### config.mk
export PLATFORM = sky130hd
export DESIGN_NAME = inv_bist
export DESIGN_NICKNAME = d
export VERILOG_FILES = /design/src/rtl/inv_bist_pkg.sv /design/src/rtl/bist_pattern_gen.sv /design/src/rtl/inv_bist.sv
export SDC_FILE = /design/constraint.sdc
export NUM_CORES = 1
export LEC_CHECK = 0
export ABC_AREA = 1
export CORE_UTILIZATION = 45
export CTS_BUF_LIST = sky130_fd_sc_hd__clkbuf_2 sky130_fd_sc_hd__clkbuf_4 sky130_fd_sc_hd__clkbuf_8
export DETAILED_ROUTE_END_ITERATION = 7
export DONT_BUFFER_PORTS = 1
export PLACE_DENSITY_LB_ADDON = 0.1
export SYNTH_ARGS = -nofsm -noshare
export SYNTH_HDL_FRONTEND = slang
export SYNTH_HIERARCHICAL = 1
export SYNTH_SLANG_ARGS = --single-unit
### constraint.sdc
create_clock -name clk -period 4.31 [get_ports clk]
set_input_delay 0.6465 -clock clk [delete_from_list [all_inputs] [get_ports clk]]
set_output_delay 0.6465 -clock clk [all_outputs]
set_load 0.02 [all_outputs]
### src/rtl/inv_bist_pkg.sv
// Shared types and constants for the inverter built-in self-test controller.
package inv_bist_pkg;
    localparam int INV_W = 4;

    typedef enum logic [1:0] {IDLE, APPLY, CHECK, DONE} state_e;
endpackage

### src/rtl/bist_pattern_gen.sv
// Sweep code counter: clear to zero, step by one, flag the all-ones code.
module bist_pattern_gen #(
    parameter int WIDTH = 4
) (
    input  logic             clk,
    input  logic             rst_n,
    input  logic             clr_i,
    input  logic             inc_i,
    output logic [WIDTH-1:0] pat_o,
    output logic             last_o
);
    logic [WIDTH-1:0] pat_q, pat_d;

    always_comb begin
        pat_d = pat_q;
        if (clr_i)      pat_d = '0;
        else if (inc_i) pat_d = pat_q + 1'b1;
    end

    always_ff @(posedge clk or negedge rst_n) begin
        if (!rst_n) pat_q <= '0;
        else        pat_q <= pat_d;
    end

    assign pat_o  = pat_q;
    assign last_o = &pat_q;
endmodule

### src/rtl/inv_bist.sv
// BIST controller: sweeps every code into an inverter, checks for bitwise NOT,
// and reports pass, error count and first failing code. All outputs registered.
module inv_bist
    import inv_bist_pkg::*;
#(
    parameter int WIDTH  = INV_W,
    parameter int SETTLE = 1
) (
    input  logic             clk,
    input  logic             rst_n,
    input  logic             start,
    output logic [WIDTH-1:0] dut_a,
    input  logic [WIDTH-1:0] dut_y,
    output logic             busy,
    output logic             done,
    output logic             pass,
    output logic [WIDTH:0]   err_count,
    output logic [WIDTH-1:0] first_fail
);
    localparam int CW = (SETTLE < 2) ? 1 : $clog2(SETTLE + 1);

    state_e           state_q, state_d;
    logic [CW-1:0]    cnt_q, cnt_d;
    logic [WIDTH-1:0] dut_a_q, dut_a_d, ff_q, ff_d;
    logic [WIDTH:0]   err_q, err_d;
    logic             busy_q, busy_d, done_q, done_d, pass_q, pass_d;
    logic             pat_clr, pat_inc, pat_last, settle_end, mismatch;
    logic [WIDTH-1:0] pattern;

    bist_pattern_gen #(.WIDTH(WIDTH)) u_pat (
        .clk    (clk),
        .rst_n  (rst_n),
        .clr_i  (pat_clr),
        .inc_i  (pat_inc),
        .pat_o  (pattern),
        .last_o (pat_last)
    );

    assign settle_end = (cnt_q == CW'(SETTLE - 1));
    assign mismatch   = (dut_y != ~pattern);

    always_ff @(posedge clk or negedge rst_n) begin
        if (!rst_n) begin
            state_q <= IDLE;
            cnt_q   <= '0;
            dut_a_q <= '0;
            ff_q    <= '0;
            err_q   <= '0;
            busy_q  <= 1'b0;
            done_q  <= 1'b0;
            pass_q  <= 1'b0;
        end else begin
            state_q <= state_d;
            cnt_q   <= cnt_d;
            dut_a_q <= dut_a_d;
            ff_q    <= ff_d;
            err_q   <= err_d;
            busy_q  <= busy_d;
            done_q  <= done_d;
            pass_q  <= pass_d;
        end
    end

    always_comb begin
        state_d = state_q;
        unique case (state_q)
            IDLE, DONE: if (start) state_d = APPLY;
            APPLY:      if (settle_end) state_d = CHECK;
            CHECK:      state_d = pat_last ? DONE : APPLY;
            default:    state_d = IDLE;
        endcase
    end

    // Output registers are loaded from the next state so they line up with it.
    always_comb begin
        cnt_d   = cnt_q;
        dut_a_d = dut_a_q;
        ff_d    = ff_q;
        err_d   = err_q;
        pat_clr = 1'b0;
        pat_inc = 1'b0;
        unique case (state_q)
            IDLE, DONE: if (start) begin
                pat_clr = 1'b1;
                dut_a_d = '0;
                err_d   = '0;
                ff_d    = '0;
                cnt_d   = '0;
            end
            APPLY: cnt_d = cnt_q + 1'b1;
            CHECK: begin
                if (mismatch) begin
                    err_d = err_q + 1'b1;
                    if (err_q == '0) ff_d = pattern;
                end
                if (!pat_last) begin
                    pat_inc = 1'b1;
                    dut_a_d = pattern + 1'b1;
                    cnt_d   = '0;
                end
            end
            default: ;
        endcase
        busy_d = (state_d == APPLY) || (state_d == CHECK);
        done_d = (state_d == DONE);
        pass_d = (state_d == DONE) && (err_d == '0);
    end

    assign dut_a      = dut_a_q;
    assign busy       = busy_q;
    assign done       = done_q;
    assign pass       = pass_q;
    assign err_count  = err_q;
    assign first_fail = ff_q;
endmodule

==> results of run 1 <==
-- power by group through the flow --
stage | Clock, mW | Combinational (mW) | Sequential [mW]
6_report | 0.110 | 0.351 | 0.361
5_1_grt | 0.118 | 0.414 | 0.370
4_1_cts | 0.110 | 0.350 | 0.361
3_5_place_dp | 0 | 0.346 | 0.367
3_3_place_gp | 0 | 0.342 | 0.364
2_1_floorplan | 0 | 0.288 | 0.350
-- through the flow --
step / hold slack, ns / setup WS (ns) / util (%) / instance area [sq um] / power, mW
floorplan: 0.351 / 2.70 / - / 1360 / 0.638
global placement: 0.351 / 2.38 / 49.2 / 1380 / 0.706
detailed placement: 0.351 / 2.37 / 49.2 / 1380 / 0.713
CTS: 0.00330 / 2.34 / 50.7 / 1420 / 0.822
global route: 0.570 / 2.16 / 51.0 / 1430 / 0.902
finish: 0.538 / 2.35 / 51.0 / 1430 / 0.822
-- flip-flops by register name, indices dropped and copies added (netlist names) --
signal	count
done	1
state_q	2
pass	1
cnt_q	1
dut_a	4
u_pat/pat_o	4
err_count	5
busy	1
first_fail	4
-- cell type report --
cell class	count	share of cell area, %
clock buffers	4	2.10
inverters	39	10.2
multi-input cells	112	43.4
flip-flops and latches	23	40.2
well taps	31	2.71
repair buffers	2	1.40
-- kinds of logic (layout without fill, tap and decap cells) --
family / Yosys count / after routing / synth area share [%]
buffers and inverters: 41 / 45 / 12.0
xor gates and xnor gates: 3 / 3 / 1.93
DFF: 23 / 23 / 42.4
AOI/OAI and AO/OA: 23 / 23 / 9.85
and+or+nand+nor: 79 / 79 / 27.4
adders and majority gates: 7 / 7 / 6.45
-- Yosys cell counts, types with 3 or more instances --
| cell | number |
|---|---|
| inv_1 | 36 |
| inv_2 | 3 |
| nor2_4 | 3 |
| nand3_1 | 18 |
| o21ai_0 | 13 |
| nand2_1 | 34 |
| nand2_2 | 6 |
| a21oi_2 | 3 |
| ha_1 | 7 |
| nor2_1 | 13 |
| dfrtp_1 | 23 |
| a21oi_1 | 3 |
-- how the worst max path moves through the flow --
stage / startpoint / end / slack [ns] / depth (start not counted)
after floorplan: state_q[0] / first_fail[0] / 2.70 / 9
after global placement: state_q[0] / first_fail[0] / 2.38 / 9
after detailed placement: state_q[0] / first_fail[3] / 2.37 / 9
after CTS: state_q[0] / first_fail[3] / 2.34 / 9
after global routing: state_q[0] / first_fail[3] / 2.16 / 9
final: state_q[0] / first_fail[3] / 2.35 / 9
-- metal layers --
layer | share of wire (%) | up-vias | global-route usage, %
met1 | 52 | 500 | 28.3
met5 | 0 | - | 0
met3 | 4.9 | 5 | 3.85
met4 | 1.7 | 0 | 8.71
met2 | 41 | 29 | 29.1
li1 | - | 555 | -
-- what timing repair did --
item	CTS	global route
endpoints found under the hold margin	11	12
endpoints found under the setup margin	0	0
hold buffers	1	1
-- worst max-delay path: cells and delay by family, from the launching register on --
family / cells / cell delay, ns
and+or+nand+nor: 4 / 0.61
DFF: 1 / 0.42
adders and majority gates: 1 / 0.34
buffers and inverters: 2 / 0.13
AOI/OAI and AO/OA: 2 / 0.39
==> impl_metrics.env, run 1 <==
export IMPL_status="finished, violations left"
export IMPL_violations="design-rule violations"
export IMPL_max_slew_margin_rel_pct=65.4
export IMPL_pwr_share_seq_pct=43.9
export IMPL_p_int_mw=0.429
export IMPL_clock_sinks=23
export IMPL_postSynthCellCount=176
export IMPL_layout_cells_most_common="inv_1"
export IMPL_critPathKind="flip-flop to flip-flop"
export IMPL_async_flop_share_pct=100
export IMPL_slowest_delay_ns=0.42
export IMPL_hold_class="flip-flop to flip-flop"
export IMPL_yosysWarnings=6
export IMPL_ant_nets=0
export IMPL_fp_dieH_microns=57.0
export IMPL_area_delta_synth_final_pct=5.34
export IMPL_final_max_slew_viol_count=0
export IMPL_clock_root_buffer="clkbuf_4"
export IMPL_cts_buffer_depth=2
export IMPL_groute_usage_overall_pct=19.7
export IMPL_start_util_pct=48.4
export IMPL_htreeDepth=1
export IMPL_post_cts_resized=0
export IMPL_port_buffers=0
export IMPL_yosysTopAreaCell="dfrtp_1"
export IMPL_seq_area_frac_synth_pct=42.4
export IMPL_final_cell_mix="36 x inv_1, 34 x nand2_1, 23 x dfrtp_1"
export IMPL_synth_cell_types=22
export IMPL_tns_ns=0
export IMPL_vias=1089
export IMPL_min_from="cnt_q"
export IMPL_core_area_sq_um=2810
export IMPL_syn_avg_cell_area_sq_um=7.72
export IMPL_combPwrFrac_pct=42.7
export IMPL_max_freq_mhz=510
export IMPL_cts_tree="built"
export IMPL_drive_gt1_share_pct=11.7
export IMPL_io_pin_count=23
export IMPL_cellLeakagePower_nw=0.780
export IMPL_final_cell_count_no_fill=211
export IMPL_p_sw_mw=0.393
export IMPL_swShare_pct=47.8
export IMPL_hold_path_depth=2
export IMPL_min_period_ns=1.96
export IMPL_multi_input_area_sq_um=621
export IMPL_power_share_clock_pct=13.4
export IMPL_synth_area_leaders="dfrtp_1 42%, inv_1 9.9%, nand2_1 9.4%, nand3_1 6.6%, ha_1 6.4%"
export IMPL_rows=19
export IMPL_fillerInstances=282
export IMPL_cp_start_kind="flip-flop"
export IMPL_grt_pass1_wl_mm=4.87
export IMPL_ys_ff_latch=23
export IMPL_grt_start_max_net_pins=14
export IMPL_cts_buffers=3
export IMPL_overflow=0
export IMPL_hold_end="cnt_q"
export IMPL_syn_area_sq_um=1360
export IMPL_drtIter0Drc=59
export IMPL_r2r_end="first_fail[3]"
export IMPL_regToRegStartpoint="state_q[0]"
export IMPL_period_share_pct=45.5
export IMPL_path_clk_slew_ns=0.13
export IMPL_dieArea_sq_um=3240
export IMPL_drc_errors=7
export IMPL_crit_arrival_ns=2.20
export IMPL_ys_flop_type="dfrtp_1"
export IMPL_hpwlAfterDp_mm=2.14
export IMPL_cp_slowest_cell="dfrtp_1"
export IMPL_die_width_microns=57.0
export IMPL_grt_pass1_vias=1059
export IMPL_critPathRequiredTime_ns=4.55
export IMPL_routed_via_density=5.16
export IMPL_syn_num_nets=190
export IMPL_yosys_area_top_type_share_pct=42.4
export IMPL_tightest_slew_ns=0.517
export IMPL_seq_area_sq_um=576
export IMPL_crit_chain="inv_1 -> ha_1 -> inv_1 -> nor2_1 -> nor2_1 -> nand2_2 -> a21oi_2 -> nand3_1 -> o21ai_0"
export IMPL_placedCellCount=205
export IMPL_setup_viol=0
export IMPL_routabilityCongestion=0.807
export IMPL_clock_skew_ns=0.00515
export IMPL_max_cap_violations=0
export IMPL_avgRoutedWirePerCell_microns=12.9
export IMPL_synth_edff_count=0
export IMPL_post_cts_buffers=0
export IMPL_insertedDiodeCount=0
export IMPL_hold_viol=0
export IMPL_reg2regPathDepth=9
export IMPL_antenna_found_initial=0
export IMPL_pwr_density_cell_nw_per_um2=574
export IMPL_endpoint_kind="flip-flop"
export IMPL_nets=195
export IMPL_drt_pass1_iterations=7
export IMPL_r2r_setup_slack_ns=2.35
export IMPL_rsz0062_at_grt="no"
export IMPL_worstPathMaxFanout=8
export IMPL_insertion_delay_ns=0.32
export IMPL_drt_wl_total_mm=2.73
export IMPL_vdd_drop_max_uv=268
(Power assumes the default switching activity.)
==> run 2: changes to the inputs <==
Clock period 4.31 ns to 1.6 ns, I/O delays scaled along.
==> run 2 against run 1 <==
Compared with the run above: the run still ends with design-rule violations left; first-iteration DRC count shrank 25%; sequential share of layout area decreased by 7.1 points; cell count up 13%; via count increased by 9.6%; setup slack lost 2.3 ns; total power rose to 3.7 times the previous value; flip-flop and latch count stayed put; hold slack worse by 0.34 ns; global-route usage increased by 1.0 points; highest routed layer unchanged.
==> impl_metrics.env, run 2 (same netlist as run 1, synthesis figures left out) <==
export IMPL_overflow=0
export IMPL_clock_sinks=23
export IMPL_avgRoutedWirePerCell_microns=13.1
export IMPL_antenna_found_initial=0
export IMPL_cts_buffers=3
export IMPL_drive_gt1_share_pct=34.8
export IMPL_drt_wl_total_mm=3.11
export IMPL_worstPathMaxFanout=4
export IMPL_crit_chain="ha_4 -> inv_2 -> nor2_4 -> inv_2 -> o22ai_2 -> ha_4 -> nand3_2 -> nor2_2"
export IMPL_cp_top_family="flip-flops"
export IMPL_grt_pass1_vias=1122
export IMPL_crit_arrival_ns=1.84
export IMPL_largest_reg_flops=5
export IMPL_routabilityCongestion=0.884
export IMPL_clock_skew_ns=0.00508
export IMPL_drc_errors=6
export IMPL_dieArea_sq_um=3240
export IMPL_slowest_delay_ns=0.46
export IMPL_setup_viol=0
export IMPL_fp_dieH_microns=57.0
export IMPL_port_buffers=0
export IMPL_io_pin_count=23
export IMPL_cp_start_kind="flip-flop"
export IMPL_endpoint_kind="flip-flop"
export IMPL_grt_start_max_net_pins=24
export IMPL_place_ws_ns=-0.166
export IMPL_rsz0062_at_grt="yes"
export IMPL_period_share_pct=98.6
export IMPL_setup_slack_ns=0.0226
export IMPL_pwr_share_seq_pct=30.1
export IMPL_drtIter0Drc=44
export IMPL_max_freq_mhz=634
export IMPL_p_int_mw=1.69
export IMPL_swShare_pct=43.9
export IMPL_nets=222
export IMPL_final_area_sq_um=1740
export IMPL_clock_root_buffer="clkbuf_4"
export IMPL_hpwlAfterDp_mm=2.28
export IMPL_area_delta_synth_final_pct=28.2
export IMPL_cts_tree="built"
export IMPL_core_area_sq_um=2810
export IMPL_cts_buffer_depth=2
export IMPL_insertedDiodeCount=0
export IMPL_max_cap_violations=0
export IMPL_power_share_clock_pct=9.7
export IMPL_vias=1193
export IMPL_fillerInstances=250
export IMPL_grt_pass1_wl_mm=5.07
export IMPL_cp_buffers_inverters=2
export IMPL_placed_area_sq_um=1520
export IMPL_insertion_delay_ns=0.32
export IMPL_final_cell_mix="31 x inv_1, 31 x nand2_1, 25 x buf_4"
export IMPL_die_width_microns=57.0
export IMPL_path_clk_slew_ns=0.13
export IMPL_hold_viol=0
export IMPL_critPathRequiredTime_ns=1.86
export IMPL_vdd_drop_max_uv=721
export IMPL_tightest_slew_ns=1.04
export IMPL_start_util_pct=48.4
export IMPL_status="finished, violations left"
export IMPL_cp_slowest_cell="dfrtp_2"
export IMPL_pwr_density_cell_nw_per_um2=1730
export IMPL_drt_pass1_iterations=6
export IMPL_cellLeakagePower_nw=0.922
export IMPL_combPwrFrac_pct=60.2
export IMPL_ant_nets=0
export IMPL_final_max_slew_viol_count=0
export IMPL_p_sw_mw=1.32
export IMPL_hold_class="input port to flip-flop"
export IMPL_groute_usage_overall_pct=20.7
export IMPL_htreeDepth=1
export IMPL_rows=19
export IMPL_critPathKind="flip-flop to flip-flop"
export IMPL_violations="design-rule violations"
export IMPL_max_slew_margin_rel_pct=30.2
export IMPL_routed_via_density=5.01
export IMPL_min_period_ns=1.58
==> run 2: cell types whose count changed in the layout (fill, tap and decap cells not counted), moves of 4 or more <==
cell / change
nor2_1: -5
inv_2: +5
ha_1: -4
buf_4: +25
inv_1: -5
==> run 2: layout make-up <==
type | count | area (sq um) | share of cell area (%)
Clock buffer | 4 | 30.0 | 1.72
Sequential cell | 23 | 577 | 33.1
Multi-Input combinational cell | 112 | 718 | 41.2
Inverter | 39 | 146 | 8.41
Tap cell | 31 | 38.8 | 2.23
Timing Repair Buffer | 29 | 231 | 13.3
==> run 2: stage by stage <==
step           hold slack, ns  TNS, ns  cells  utilization, %  power, mW
6_report                0.196        0    238            62.1       3.01
5_1_grt                 0.205   -0.183    238            62.1       3.26
4_1_cts                0.0970   -0.151    231            57.1       2.63
3_5_place_dp          -0.0551   -0.249    224            54.3       2.22
3_3_place_gp          -0.0551  -0.0159    224            54.3       2.20
2_1_floorplan         -0.0556  -0.0442    176               -       1.72
==> run 2: power groups by stage <==
stage / logic [mW] / clock network [mW] / registers (mW)
2_1_floorplan: 0.776 / 0 / 0.943
3_3_place_gp: 1.29 / 0 / 0.902
3_5_place_dp: 1.31 / 0 / 0.907
4_1_cts: 1.44 / 0.307 / 0.889
5_1_grt: 2.01 / 0.326 / 0.922
6_report: 1.81 / 0.293 / 0.904
==> run 2: final timing paths <==
kind	start	end	slack, ns	depth (start not counted)
setup / recovery	state_q[1]	pass	0.02	8
hold / removal	start	u_pat/pat_o[2]	0.20	3
setup reg to reg	state_q[1]	pass	0.02	8
hold reg to reg	cnt_q	cnt_q	0.53	2
max in group asynchronous	rst_n	state_q[1]	0.37	1
min in group asynchronous	rst_n	state_q[0]	0.54	1
==> run 2: layer usage <==
metal,global-route usage [%],vias up,share of wire (%)
met5,0,-,0
met4,9.41,0,1.7
met3,3.63,5,3.5
met2,33.1,25,46
met1,27.7,555,48
li1,-,608,-
==> run 2: timing repair <==
item | CTS | global route
endpoints found under the hold margin | 23 | 0
gates resized for setup | 7 | 26
pin swaps | 2 | 10
endpoints found under the setup margin | 7 | 17
buffers inserted | 2 | 7
hold buffers | 1 | 0
==> run 2: worst register-to-register path, cell delays in order, from the launching register on <==
cell     delay, ns
dfrtp_2       0.46
ha_4          0.28
inv_2         0.04
nor2_4        0.12
inv_2         0.07
o22ai_2       0.22
ha_4          0.17
nand3_2       0.07
nor2_2        0.08
